File: src/rtl/cdm_8_62.sv
// cdm_8_62: 8x8 unsigned carry-disregard approximate multiplier, registered output.
//
// The six least-significant partial-product columns (weights 0..5) are reduced by
// parity only, so no carries leave them. Columns 6..14 are summed exactly through
// a carry-save tree and one final adder. Because the exact upper sum is always a
// multiple of 64, the two regions never overlap and merge with a plain OR.
//
// Ports:
//   clk       in   1   rising-edge clock
//   rst_n     in   1   asynchronous active-low reset
//   A         in   8   unsigned multiplicand
//   B         in   8   unsigned multiplier
//   in_valid  in   1   A/B are qualified this cycle
//   R         out 16   approximate product (registered, held when in_valid is low)
//   out_valid out  1   R was loaded from a qualified input on the last edge

module cdm_8_62 (
    input  logic        clk,
    input  logic        rst_n,
    input  logic [7:0]  A,
    input  logic [7:0]  B,
    input  logic        in_valid,
    output logic [15:0] R,
    output logic        out_valid
);

    // Keeps only weights 6..15 of a shifted partial-product row.
    localparam logic [15:0] HiMask = 16'hFFC0;

    // 3:2 compressor over 16-bit vectors; sum + carry equals a + b + c (mod 2^16),
    // which is exact here because the true total never reaches 2^16.
    function automatic logic [15:0] csa_sum(input logic [15:0] a, input logic [15:0] b,
                                            input logic [15:0] c);
        return a ^ b ^ c;
    endfunction

    function automatic logic [15:0] csa_carry(input logic [15:0] a, input logic [15:0] b,
                                              input logic [15:0] c);
        return ((a & b) | (a & c) | (b & c)) << 1;
    endfunction

    logic [7:0]  pp [8];        // pp[i][j] = A[j] & B[i], weight i+j
    logic [15:0] row_hi [8];    // row i shifted to weight, low region cleared
    logic [5:0]  f_low;         // parity of each approximate column
    logic [15:0] s1a, c1a, s1b, c1b;
    logic [15:0] s2a, c2a, s2b, c2b;
    logic [15:0] s3, c3;
    logic [15:0] s4, c4;
    logic [15:0] u_hi;
    logic [15:0] r_d, r_q;
    logic        valid_d, valid_q;

    always_comb begin
        for (int i = 0; i < 8; i++) begin
            pp[i] = A & {8{B[i]}};
        end
    end

    // Approximate region: each column collapses to the XOR of its bits.
    always_comb begin
        f_low = '0;
        for (int k = 0; k < 6; k++) begin
            for (int j = 0; j <= k; j++) begin
                f_low[k] = f_low[k] ^ pp[k - j][j];
            end
        end
    end

    // Exact region: only bits of weight >= 6 enter the tree.
    always_comb begin
        for (int i = 0; i < 8; i++) begin
            row_hi[i] = (16'(pp[i]) << i) & HiMask;
        end
    end

    // Carry-save reduction: 8 rows -> 6 -> 4 -> 3 -> 2, then one carry-propagate add.
    always_comb begin
        s1a = csa_sum(row_hi[0], row_hi[1], row_hi[2]);
        c1a = csa_carry(row_hi[0], row_hi[1], row_hi[2]);
        s1b = csa_sum(row_hi[3], row_hi[4], row_hi[5]);
        c1b = csa_carry(row_hi[3], row_hi[4], row_hi[5]);

        s2a = csa_sum(s1a, c1a, s1b);
        c2a = csa_carry(s1a, c1a, s1b);
        s2b = csa_sum(c1b, row_hi[6], row_hi[7]);
        c2b = csa_carry(c1b, row_hi[6], row_hi[7]);

        s3  = csa_sum(s2a, c2a, s2b);
        c3  = csa_carry(s2a, c2a, s2b);

        s4  = csa_sum(s3, c3, c2b);
        c4  = csa_carry(s3, c3, c2b);

        u_hi = s4 + c4;
    end

    // Result register holds its value on idle cycles; only the valid flag drops.
    always_comb begin
        r_d     = r_q;
        valid_d = 1'b0;
        if (in_valid) begin
            r_d     = u_hi | {10'b0, f_low};
            valid_d = 1'b1;
        end
    end

    always_ff @(posedge clk or negedge rst_n) begin
        if (!rst_n) begin
            r_q     <= '0;
            valid_q <= 1'b0;
        end else begin
            r_q     <= r_d;
            valid_q <= valid_d;
        end
    end

    assign R         = r_q;
    assign out_valid = valid_q;

endmodule

File: config.mk
export PLATFORM = sky130hd
export DESIGN_NAME = cdm_8_62
export DESIGN_NICKNAME = d
export VERILOG_FILES = /design/src/rtl/cdm_8_62.sv
export SDC_FILE = /design/constraint.sdc
export NUM_CORES = 1
export LEC_CHECK = 0
export ABC_AREA = 1
export BUFFER_PORTS_ARGS = -buffer_cell sky130_fd_sc_hd__buf_4
export CAP_MARGIN = 20
export CORE_AREA = 8 8 92 94
export DETAILED_ROUTE_END_ITERATION = 10
export DIE_AREA = 0 0 100 102
export HOLD_SLACK_MARGIN = 0.15
export PLACE_DENSITY = 0.55
export SYNTH_ARGS = -nofsm -noshare
export SYNTH_HDL_FRONTEND = slang
export SYNTH_SLANG_ARGS = --single-unit
File: constraint.sdc
create_clock -name clk -period 1 [get_ports clk]
set_clock_uncertainty 0.2 [all_clocks]
set_input_delay 0.15 -clock clk [delete_from_list [all_inputs] [get_ports clk]]
set_output_delay 0.15 -clock clk [all_outputs]
set_load 0.01 [all_outputs]
After elaboration in Yosys (flattened, before gate mapping)
Cells that the tools add are included.

Shifts and indexed selects: 0. Mux-type cells: 1. Bitwise operators: 66. Divide/modulo/power cells: 0. $lt $le $gt $ge: 0. $add $sub $neg: 1. Reductions and logical operators: 0. $mul: 0. Equal/unequal tests: 0.

Operators by type and width (number): $and A15 B15 Y15 (6); $or A15 B15 Y15 (5); $and A8 B8 Y8 (8); $xor A16 B16 Y16 (3); $and A14 B15 Y15 (2); $and A11 B13 Y13 (2); $or A13 B13 Y13 (2); $add A16 B16 Y16 (1); $or A16 B6 Y16 (1); $xor A16 B15 Y16 (1); $or A14 B15 Y15 (1); $xor A1 B1 Y1 (15); $xor A14 B15 Y15 (1); $and A14 B14 Y14 (1); $xor A14 B14 Y14 (1); $and A10 B13 Y13 (1); $and A12 B13 Y13 (1); $or A11 B13 Y13 (1); $or A12 B13 Y13 (1); $xor A11 B13 Y13 (1); $xor A12 B13 Y13 (1); $and A11 B12 Y12 (1); $xor A11 B12 Y12 (1); $and A10 B11 Y11 (1); 9 further kinds (9).

RAM bits: 0. Input port bits: 19. Flip-flop bits (word level): 17. Memories: 0. Latch bits: 0. Bits in read-only memories: 0.

Logic depth before layout (Yosys ltp)
Depth after elaboration: 15. Depth in mapped cells: 17. Depth with buffers taken out: 16.

Least setup slack after synthesis
No wires, ideal clock.

Kind: input-to-reg. From: input port B[5]. To: register r_q[12], in the netlist R[12]. Arrival: 3.569 ns. Cell stages on the path: 16. Library setup time: 0.083 ns. Buffers on the path: 1. Setup slack: -2.851 ns. Cell sequence: buf_4 -> nand2_1 -> inv_1 -> fa_1 -> inv_1 -> fa_1 -> fa_1 -> inv_1 -> fa_1 -> ha_1 -> fa_1 -> nand2_1 -> a21oi_1 -> o21ai_0 -> nand2_1 -> o21ai_0.

Cells in the longest elaborated chain, start to end: 14.

Ends and longest elaborated chain: start, declared (line 21) `input logic [7:0] B,`; $and A8 B8 Y8 (*) (line 55) `pp[i] = A & {8{B[i]}};`; $and A11 B13 Y13 (line 39) `return ((a & b) | (a & c) | (b & c)) << 1;`; $or A12 B13 Y13 (line 39); $or A13 B13 Y13 (line 39); $xor A14 B14 Y14 (line 34) `return a ^ b ^ c;`; $xor A14 B15 Y15 (line 34); $and A15 B15 Y15 (line 39); $or A15 B15 Y15 (2 in a row) (line 39); $and A15 B15 Y15 (line 39); $or A15 B15 Y15 (2 in a row) (line 39); $add A16 B16 Y16 (*) (line 94) `u_hi = s4 + c4;`; $or A16 B6 Y16 (*) (line 102) `r_d = u_hi | {10'b0, f_low};`; end signal, assigned (line 112) `r_q <= r_d;`; end, declared (line 50) `logic [15:0] r_d, r_q;`.

Every way passes the cells marked *; elsewhere a longest branch is shown, timed or not. A chain may end at the register's enable or synchronous reset.

Worst setup path after layout
From: input port A[5]. To: register r_q[12], in the netlist R[12].

Cells in the longest elaborated chain, start to end: 15.

Ends and longest elaborated chain: start, declared (line 20) `input logic [7:0] A,`; $and A8 B8 Y8 (line 55); $and A8 B9 Y9 / $and A8 B10 Y10 (equally long branches) (line 39); $or A9 B10 Y10 (line 39); $or A10 B10 Y10 (line 39); $and A10 B11 Y11 (line 39); $or A11 B13 Y13 (line 39); $or A13 B13 Y13 (line 39); $and A15 B15 Y15 (line 39); $or A15 B15 Y15 (2 in a row) (line 39); $and A15 B15 Y15 (line 39); $or A15 B15 Y15 (2 in a row) (line 39); $add A16 B16 Y16 (*) (line 94); $or A16 B6 Y16 (*) (line 102).

Marked as above.

==> results_dict.tcl <==
set metrics [dict create \
    cts_buffers 3 \
    htree_levels 1 \
    crit_arrival_ns 3.38 \
    start_util 0.341 \
    min-delay-start "in_valid" \
    insertion_delay_ns 0.25 \
    synthTopCellsByArea "fa_1, nand2_1, dfrtp_1, inv_1, ha_1" \
    diodes 0 \
    vdd.ir_drop.worst_v 0.000719 \
    drive_above_1_share 0.401 \
    gp_congestion 0.869 \
    synth_area_per_cell_sq_um 7.24 \
    syn_nets 394 \
    maxSlewViolCount 0 \
    violations "negative hold slack, negative setup slack" \
    reg2reg_to "R[6]" \
    whs_ns -0.129 \
    grt.total_usage 0.124 \
    synth_most_common_cell "nand2_1" \
    cp-start-kind "input port" \
    core-area_sq_um 7060 \
    grt_overflow 0 \
    hold_class "input port to register" \
    finalCoreUtilization 0.510 \
    hold_depth 1 \
    synthToLayoutAreaGrowth_pct 49.8 \
    cts.sinks 17 \
    drc 0 \
    switching_share 0.399 \
    path_cells "buf_8 > nand2_4 > inv_2 > fa_1 > inv_1 > fa_1 > fa_1 > inv_2 > fa_1 > ha_2 > fa_2 > nand2_2 > a21oi_2 > o21ai_1 > nand2_1 > o21ai_1" \
    die_area_sq_um 10200 \
    wl_per_cell_microns 11.7 \
    crit_path_top_delay_cell "fa_1" \
    required_ns 0.97 \
    layout_setup_ws_ns -2.41 \
    rsz0062_at_grt "true" \
    post-route-period-util 3.41 \
    p_sw_w 0.00221 \
    final-hold-violation-count 1 \
    syn_inst 332 \
    cts_tree "built" \
    r2r_cells 4 \
    rrSetupSlack_ns -0.06 \
    drtPass1Iterations 4 \
    synth_cell_types 23 \
    yosys-top-cells-count "nand2_1, inv_1, fa_1" \
    power_density_nw_per_um2 1540 \
    tns_ns -22.10 \
    yosys.area.top_type_share 0.225 \
    outcome "finished, violations left" \
    synth_area_leader_cell "fa_1" \
    synth_edf_count 0 \
    vias 2216 \
    io_buffers 35 \
    hold_buffers 2 \
    crit_path_end_kind "register" \
    root_buffer "clkbuf_8" \
    cts.path.max_buffers 2 \
    worstPathMaxFanout 5 \
    worst-slew-pin-transition_ns 0.250 \
    synth_ff_type "dfrtp_1" \
    placedCellCount 484 \
    fmax_mhz 294 \
    cp_slowest_stage_delay_ns 0.52 \
    sequentialPowerShare 0.191 \
    grt_pass1_vias 2323 \
    path_delay_family "adder cells" \
    synth-seq-cells 17 \
    io_pins 36 \
    syn_area_sq_um 2400 \
    min_period_ns 3.41 \
    setup_violations 29 \
    slew_headroom 0.833 \
    internal_power_w 0.00333 \
    critical_path_buf_inv_count 4 \
    final_cell_count_no_fill 513 \
    grt_pass1_wl_microns 10400 \
    yosysSeqAreaShare 0.177 \
    routed_wl_microns 6000 \
    drtAntennaViolNets 0 \
    combPwrFrac 0.720 \
    die_w_microns 100 \
    dp_hpwl_microns 4810 \
    drt-initial-drc-count 80 \
    maxCapViolCount 0 \
    critical_path_class "input port to register" \
    rows 31 \
    clk_pin_slew_worst_paths_ns 0.06 \
    grt_max_degree 20 \
    async_flop_share 1.00 \
    clockPowerShare 0.090 \
    critPathMostFrequentCell "fa_1" \
    r2r_start "R[6]" \
    fin_nets 477 \
    holdPathEnd "out_valid" \
    yosys_warnings 0 \
    grt_antenna_before_repair 0 \
    viasPerCell 4.32 \
    die_h_microns 102 \
    leakage_nw 2.11 \
]
[timing repair]
action                                 4_1_cts  5_1_grt
endpoints found under the hold margin       34       34
pin swaps                                   21       28
setup buffers                               14        9
resized for setup                           47       47
setup endpoints to repair                   31       33
cloned                                       0        1
[cell type report]
type | instances | area, sq um
clock buffer | 3 | 41.3
clock inverter | 1 | 5.00
fill | 697 | 3460
inverter | 73 | 279
multi-input combinational | 224 | 1830
sequential | 17 | 425
tap | 99 | 124
timing repair buffer | 95 | 891
timing repair inverter | 1 | 5.00
[worst reg2reg max path, cell delays in order, from the launching register on]
cell     delay, ns
dfrtp_1       0.40
buf_4         0.14
buf_4         0.12
nand2_1       0.05
nand2_1       0.04
[flip-flops by register name (all words and copies together), names as in the netlist]
register	flops
R	16
out_valid	1
[placed cells by master, fill, tap and decap left out]
cell type / synthesis / final
xnor2_1: 4 / 4
buf_8: 0 / 5
clkinv_4: 0 / 1
nor2_1: 2 / 1
xnor2_4: 0 / 1
fa_1: 27 / 20
buf_6: 4 / 30
nand3_2: 0 / 2
clkbuf_8: 0 / 3
clkinv_2: 0 / 2
xor2_2: 0 / 1
ha_1: 16 / 9
a21oi_2: 0 / 1
inv_2: 1 / 15
nor2_2: 0 / 1
dlygate4sd3_1: 0 / 1
dfrtp_1: 17 / 17
o21ai_0: 6 / 1
fa_2: 0 / 7
inv_1: 72 / 57
nand2_1: 129 / 113
buf_12: 0 / 2
nand3_4: 0 / 2
nand2_8: 0 / 1
xnor2_2: 3 / 2
nand3b_1: 1 / 1
a21oi_1: 3 / 2
nand2_4: 3 / 13
nand3_1: 16 / 12
ha_4: 0 / 6
nand4_1: 2 / 2
nand2_2: 8 / 13
xor2_1: 2 / 1
nor3_1: 1 / 1
o21ai_1: 1 / 6
buf_4: 9 / 57
ha_2: 0 / 1
[logic make-up (layout without fill, tap and decap cells)]
| group | after synthesis | after routing | synth area share |
|---|---|---|---|
| AND/OR/NAND/NOR | 162 | 162 | 0.283 |
| buffers and inverters | 91 | 173 | 0.169 |
| adder cells (fa/ha/maj) | 43 | 43 | 0.308 |
| flip-flops | 17 | 17 | 0.177 |
| AO/OA/AOI/OAI | 10 | 10 | 0.0208 |
| XOR/XNOR | 9 | 9 | 0.0421 |
[through the flow]
stage                     cell area (sq um)  hold WS (ns)  setup WS [ns]  power (W)
after global placement                 3010        -0.176          -2.72    0.00402
after global routing                   3600        -0.124          -2.53    0.00609
after CTS                              3370         0.101          -2.44    0.00525
final                                  3600        -0.129          -2.41    0.00554
after floorplan                        2580        -0.346          -2.58    0.00293
after detailed placement               3010        -0.175          -2.77    0.00404
[how the worst max path moves through the flow]
stage,from,slack (ns),to,depth (start not counted)
final,A[5],-2.41,R[12],16
after global routing,A[5],-2.53,R[12],16
after CTS,B[3],-2.44,R[12],15
after detailed placement,B[3],-2.77,R[12],16
after global placement,B[5],-2.72,R[13],17
after floorplan,A[5],-2.58,R[12],16
[power groups by stage]
stage          clock network, W  registers, W  logic, W
2_1_floorplan                 0       0.00112   0.00181
3_3_place_gp                  0       0.00103   0.00298
3_5_place_dp                  0       0.00104   0.00301
4_1_cts                0.000510       0.00106   0.00369
5_1_grt                0.000553       0.00108   0.00446
6_report               0.000497       0.00106   0.00399
[layer usage]
layer	share of wire	up-vias	GRT usage
met2	0.50	39	0.220
met4	0.0092	0	0.0279
met1	0.45	1046	0.161
li1	-	1127	-
met3	0.035	4	0.00749
met5	0	-	0
Note: power is estimated with default switching activity, not from simulation.
